[src/rtl/pipe_ctrl_pkg.sv]
// Shared definitions for the pipeline sequencer: stall masks, stall bit indices, state encodings.
// Latency: n/a (constants and types only).
// Backpressure: n/a.
package pipe_ctrl_pkg;

  // Stall vector bit positions, one per pipeline register (PC first).
  localparam int StallBitPc  = 0;
  localparam int StallBitIf  = 1;
  localparam int StallBitId  = 2;
  localparam int StallBitEx  = 3;
  localparam int StallBitMem = 4;
  localparam int StallBitWb  = 5;

  // A stalling stage freezes itself and every stage upstream of it.
  localparam logic [5:0] NoStall = 6'b000000;
  localparam logic [5:0] StallIf = 6'b000011;
  localparam logic [5:0] StallId = 6'b000111;
  localparam logic [5:0] StallEx = 6'b001111;

  typedef enum logic [1:0] {
    IDLE   = 2'd0,
    MC_RUN = 2'd1,
    FLUSH  = 2'd2
  } state_t;

endpackage

[src/rtl/pipe_ctrl_mc_counter.sv]
// Loadable down-counter with clear, enable and zero/one flags for multi-cycle EX ops.
// Latency: count updates one cycle after load/enable; flags are combinational on the count.
// Backpressure: none; clear beats load, load beats enable, counting stops at zero.
module mc_counter #(
  parameter int W = 6
) (
  input  logic         clk,
  input  logic         rst,
  input  logic         load,
  input  logic [W-1:0] load_val,
  input  logic         en,
  input  logic         clr,
  output logic [W-1:0] cnt,
  output logic         zero,
  output logic         one
);

  // Count register: clear, then load, then decrement while non-zero.
  always_ff @(posedge clk or negedge rst) begin
    if (!rst) begin
      cnt <= '0;
    end else if (clr) begin
      cnt <= '0;
    end else if (load) begin
      cnt <= load_val;
    end else if (en && (cnt != '0)) begin
      cnt <= cnt - W'(1);
    end
  end

  assign zero = (cnt == '0);
  assign one  = (cnt == W'(1));

endmodule

[src/rtl/pipe_ctrl.sv]
// Pipeline sequencer: merges stall requests, holds EX for multi-cycle ops, times flushes (stats: PIPE_CTRL_STATS_EN).
// Latency: stall_o/flush_o/mc_last_o respond combinationally in the request cycle; state advances next edge.
// Backpressure: flush overrides everything; multi-cycle op stalls PC..EX until its last cycle.
module pipe_ctrl
  import pipe_ctrl_pkg::*;
#(
  parameter int STALL_W   = 6,
  parameter int CNT_W     = 6,
  parameter int FLUSH_CYC = 1
) (
  input  logic               clk,
  input  logic               rst,
  input  logic               stallreq_if,
  input  logic               stallreq_id,
  input  logic               stallreq_ex,
  input  logic               mc_start,
  input  logic [CNT_W-1:0]   mc_len,
  input  logic               flush_i,
  output logic [STALL_W-1:0] stall_o,
  output logic               flush_o,
  output logic               mc_busy_o,
  output logic               mc_last_o,
  output logic [CNT_W-1:0]   mc_cnt_o,
  output logic [31:0]        stall_cnt_o
);

  state_t     state, state_nxt;
  logic [1:0] timer, timer_nxt;

  logic             cnt_load, cnt_en, cnt_clr;
  logic [CNT_W-1:0] cnt;
  logic             cnt_zero, cnt_one;

  logic mc_long;   // op needs at least one stall cycle
  logic ex_stall;

  mc_counter #(.W(CNT_W)) u_mc_counter (
    .clk      (clk),
    .rst      (rst),
    .load     (cnt_load),
    .load_val (mc_len - CNT_W'(1)),
    .en       (cnt_en),
    .clr      (cnt_clr),
    .cnt      (cnt),
    .zero     (cnt_zero),
    .one      (cnt_one)
  );

  assign mc_long = (mc_len >= CNT_W'(2));

  // State and flush timer registers.
  always_ff @(posedge clk or negedge rst) begin
    if (!rst) begin
      state <= IDLE;
      timer <= 2'd0;
    end else begin
      state <= state_nxt;
      timer <= timer_nxt;
    end
  end

  // Next-state, counter control and status outputs; a flush request wins over everything.
  always_comb begin
    state_nxt = state;
    timer_nxt = timer;
    cnt_load  = 1'b0;
    cnt_en    = 1'b0;
    cnt_clr   = 1'b0;
    mc_last_o = 1'b0;
    if (flush_i) begin
      state_nxt = FLUSH;
      timer_nxt = 2'(FLUSH_CYC - 1);
      cnt_clr   = 1'b1;
    end else begin
      unique case (state)
        IDLE: begin
          if (mc_start && mc_long) begin
            state_nxt = MC_RUN;
            cnt_load  = 1'b1;
          end else if (mc_start) begin
            // Zero/one-cycle ops finish in place without touching the pipeline.
            mc_last_o = 1'b1;
          end
        end
        MC_RUN: begin
          cnt_en = 1'b1;
          if (cnt_one || cnt_zero) begin
            mc_last_o = cnt_one;
            state_nxt = IDLE;
          end
        end
        FLUSH: begin
          if (timer == 2'd0) begin
            state_nxt = IDLE;
          end else begin
            timer_nxt = timer - 2'd1;
          end
        end
        default: begin
          state_nxt = IDLE;
        end
      endcase
    end
  end

  assign flush_o   = flush_i || (state == FLUSH);
  assign mc_busy_o = (state == MC_RUN) && !flush_i;
  assign mc_cnt_o  = (state == MC_RUN) ? cnt : '0;

  assign ex_stall = stallreq_ex
                 || ((state == MC_RUN) && !cnt_zero && !cnt_one)
                 || ((state == IDLE) && mc_start && mc_long);

  // Stall merge: highest-priority active source selects the mask.
  always_comb begin
    stall_o = STALL_W'(NoStall);
    if (flush_o) begin
      stall_o = STALL_W'(NoStall);
    end else if (ex_stall) begin
      stall_o = STALL_W'(StallEx);
    end else if (stallreq_id) begin
      stall_o = STALL_W'(StallId);
    end else if (stallreq_if) begin
      stall_o = STALL_W'(StallIf);
    end
  end

`ifdef PIPE_CTRL_STATS_EN
  logic [31:0] stall_cnt;

  // Saturating count of cycles in which any stage was stalled.
  always_ff @(posedge clk or negedge rst) begin
    if (!rst) begin
      stall_cnt <= 32'd0;
    end else if ((stall_o != '0) && (stall_cnt != 32'hFFFF_FFFF)) begin
      stall_cnt <= stall_cnt + 32'd1;
    end
  end

  assign stall_cnt_o = stall_cnt;
`else
  assign stall_cnt_o = 32'd0;
`endif

endmodule

[config.mk]
export PLATFORM = sky130hd
export DESIGN_NAME = pipe_ctrl
export DESIGN_NICKNAME = d
export VERILOG_FILES = /design/src/rtl/pipe_ctrl_pkg.sv /design/src/rtl/pipe_ctrl_mc_counter.sv /design/src/rtl/pipe_ctrl.sv
export SDC_FILE = /design/constraint.sdc
export NUM_CORES = 1
export LEC_CHECK = 0
export CAP_MARGIN = 20
export CORE_MARGIN = 2
export CORE_UTILIZATION = 40
export CTS_CLUSTER_SIZE = 14
export DETAILED_ROUTE_END_ITERATION = 10
export HOLD_SLACK_MARGIN = 0.1
export PLACE_DENSITY = 0.8
export SLEW_MARGIN = 20
export SYNTH_ARGS = -nofsm -noshare
export SYNTH_HDL_FRONTEND = slang
export SYNTH_SLANG_ARGS = --single-unit
[constraint.sdc]
create_clock -name clk -period 2.3 [get_ports clk]
set_input_delay 0.345 -clock clk [delete_from_list [all_inputs] [get_ports clk]]
set_output_delay 0.345 -clock clk [all_outputs]
set_load 0.01 [all_outputs]
==> flow_summary.yaml <==
timing:
  maxSlewViolCount: 0
  post-route-min-period_ns: 2.21
  finClkSkew_ns: 0.0111
  fin_crit_sh: 0.963
  clock.fmax_ghz: 0.452
  setup_viol: 0
  finalHoldViolCount: 0
flow_run:
  cap_violations: 0
clock_network:
  cts_sinks: 10
  clk_latency_ns: 0.27
  numCtsBuffers: 3
  clk_pin_slew_ns: 0.07
  cts.path.max_buffers: 2
  hold_buffers: 0
  cts_tree: "done"
  htree_levels: 1
  clock-root-buffer: "clkbuf_4"
yosys:
  syn_avg_cell_area_sq_um: 8.14
  synth_cells: 141
  yosys.area.top_type: "buf_4"
  synth_edf_count: 0
  syn_area_sq_um: 1150
  synth_top_family_by_area: "buffers and inverters"
  synth_seq_area_share: 0.218
  synthSimpleGateAreaFrac: 0.233
  synth_compound_area_frac: 0.181
  synth_xor_area_frac: 0.0305
  synth-seq-cells: 10
  synth-async-reset-ratio: 1.00
  ys_warn_count: 0
  synth_cell_type_count: 42
  yosysTopAreaCellShare: 0.229
  synth.area.top_cells: "buf_4 23%, dfrtp_1 22%, ha_1 6.5%"
  ys.flop_type: "dfrtp_1"
  synth_fa_ha_area_frac: 0.0654
  muxShareOfSynthArea: 0
final_layout:
  antennaDiodeCount: 0
  final_layout_size_suffix_gt1_frac: 0.247
  nets: 211
  post_layout_nonfiller_instances: 221
  final_common_cell: "conb_1"
  fin_util: 0.549
  final_cell_mix: "34 x conb_1, 24 x buf_4, 20 x clkdlybuf4s50_1, 15 x nor2_1, 10 x dfrtp_1"
  syn_to_final_growth_pct: 30.8
floorplan:
  die_x_microns: 57.6
  coreArea_sq_um: 2730
  initial_core_util: 0.420
  fp.dieH_microns: 57.6
  core.rowCount: 19
  fp.dieArea_sq_um: 3310
  io-pin-count: 60
global_routing:
  grt_pass1_vias: 930
  grt_pass1_wl_microns: 3850
  grt_usage: 0.148
  grt_antenna_before_repair: 0
  grt_max_degree: 11
  grt-ovfl-total: 0
critical_path:
  cpMostUsedCell: "a21oi_2"
  critPathRequiredTime_ns: 1.96
  crit_type: "in -> out"
  cp-start-kind: "primary input"
  cp_max_fo: 3
  end_kind: "output port"
  critPathSlowestCell: "clkdlybuf4s50_1"
  worst-path-buf-inv: 3
  path_cells: "clkdlybuf4s50_1 -> ha_2 -> nor2_2 -> a21oi_2 -> o21bai_2 -> buf_4 -> a21oi_2 -> buf_2"
  reg2regPathDepth: 5
  arrival_ns: 1.87
  cpLargestDelayFamily: "buffers and inverters"
  regToRegSetupSlack_ns: 0.41
  max_stage_delay_ns: 0.57
  reg2reg_from: "state[1]"
  r2r_end: "u_mc_counter.cnt[5]"
route:
  drt_iter0_markers: 22
  num_vias: 1025
  drt-total-wl_microns: 2420
  drc: 0
  wl_per_cell_microns: 10.9
  final_antenna_net_count: 0
  drtPass1Iterations: 4
  avgViaCountPerCell: 4.64
pwr:
  power.leakage_nw: 0.745
  power_mw: 0.726
  ir_drop_mv: 0.412
  cellPowerDensity_nw_per_um2: 484
placed_design:
  dp.cells: 216
  dp_hpwl_microns: 2000
  numPortBuffers: 25
  routabilityCongestion: 0.845
outcome:
  status: "complete, no violations"
hold_path:
  hold_class: "in -> async"
==> logic make-up after synthesis <==
group	Yosys count
simple gates	47
flops	10
other cells	1
buf+inv	45
compound gates	28
xor+xnor	4
fa+ha+maj	6
==> worst reg2reg max path: cells and delay by family, from the launching register on <==
kind / cells / cell delay [ns]
flip-flops: 1 / 0.43
buffers and inverters: 1 / 0.16
AO/OA/AOI/OAI: 2 / 0.24
AND/OR/NAND/NOR: 2 / 1.03
==> timing repair <==
item,CTS,global route
gates resized for setup,12,10
endpoints found under the setup margin,5,5
hold endpoints to repair,0,0
gates cloned,0,0
buffers inserted,1,1
==> synth_stat cells (3+ instances only) <==
library cell	instances
buf_4	35
nor2_1	16
dfrtp_1	10
a21oi_1	9
inv_1	9
ha_1	6
nor3_1	5
and2_1	4
nand2_1	3
nand2b_1	3
xnor2_1	3
==> how the worst max path moves through the flow <==
stage          slack [ns]          to  cells past startpoint                 from
3_3_place_gp        -0.26  stall_o[1]                      8            mc_len[0]
5_1_grt             -0.04  stall_o[3]                      8            mc_len[1]
6_report             0.09  stall_o[1]                      8            mc_len[1]
3_5_place_dp        -0.32  stall_o[1]                      8            mc_len[0]
4_1_cts             -0.08  stall_o[1]                      8  u_mc_counter.cnt[0]
2_1_floorplan        0.30  stall_o[1]                      7  u_mc_counter.cnt[0]
==> area by class of cell <==
class / count / area, sq um
multi-input combinational: 119 / 742
tap: 31 / 38.8
timing repair buffer: 49 / 413
clock buffer: 3 / 22.5
fill: 269 / 1230
sequential: 10 / 250
inverter: 9 / 33.8
==> per-layer routing <==
metal	global-route usage	routed length, microns
met5	0	0
met2	0.266	1300
met3	0.0408	165
met1	0.171	939
met4	0.0432	10
==> flip-flops by register name, summed over array words and instances, names as in the netlist <==
name              flops
timer                 2
state                 2
u_mc_counter.cnt      6
==> per-stage QoR <==
step           TNS [ns]  setup WS [ns]  area, sq um  hold WS [ns]
2_1_floorplan         0          0.305         1270        0.0494
3_3_place_gp      -1.22         -0.258         1450         0.534
3_5_place_dp      -1.41         -0.315         1450         0.542
4_1_cts          -0.141        -0.0751         1480         0.415
5_1_grt         -0.0921        -0.0351         1500         0.442
6_report              0         0.0853         1500         0.399
==> where the power goes <==
| group | internal [mW] | switching (mW) |
|---|---|---|
| clock network | 0.0604 | 0.0612 |
| logic | 0.185 | 0.190 |
| registers | 0.207 | 0.0238 |
| total | 0.452 | 0.275 |
(Power assumes the default switching activity.)
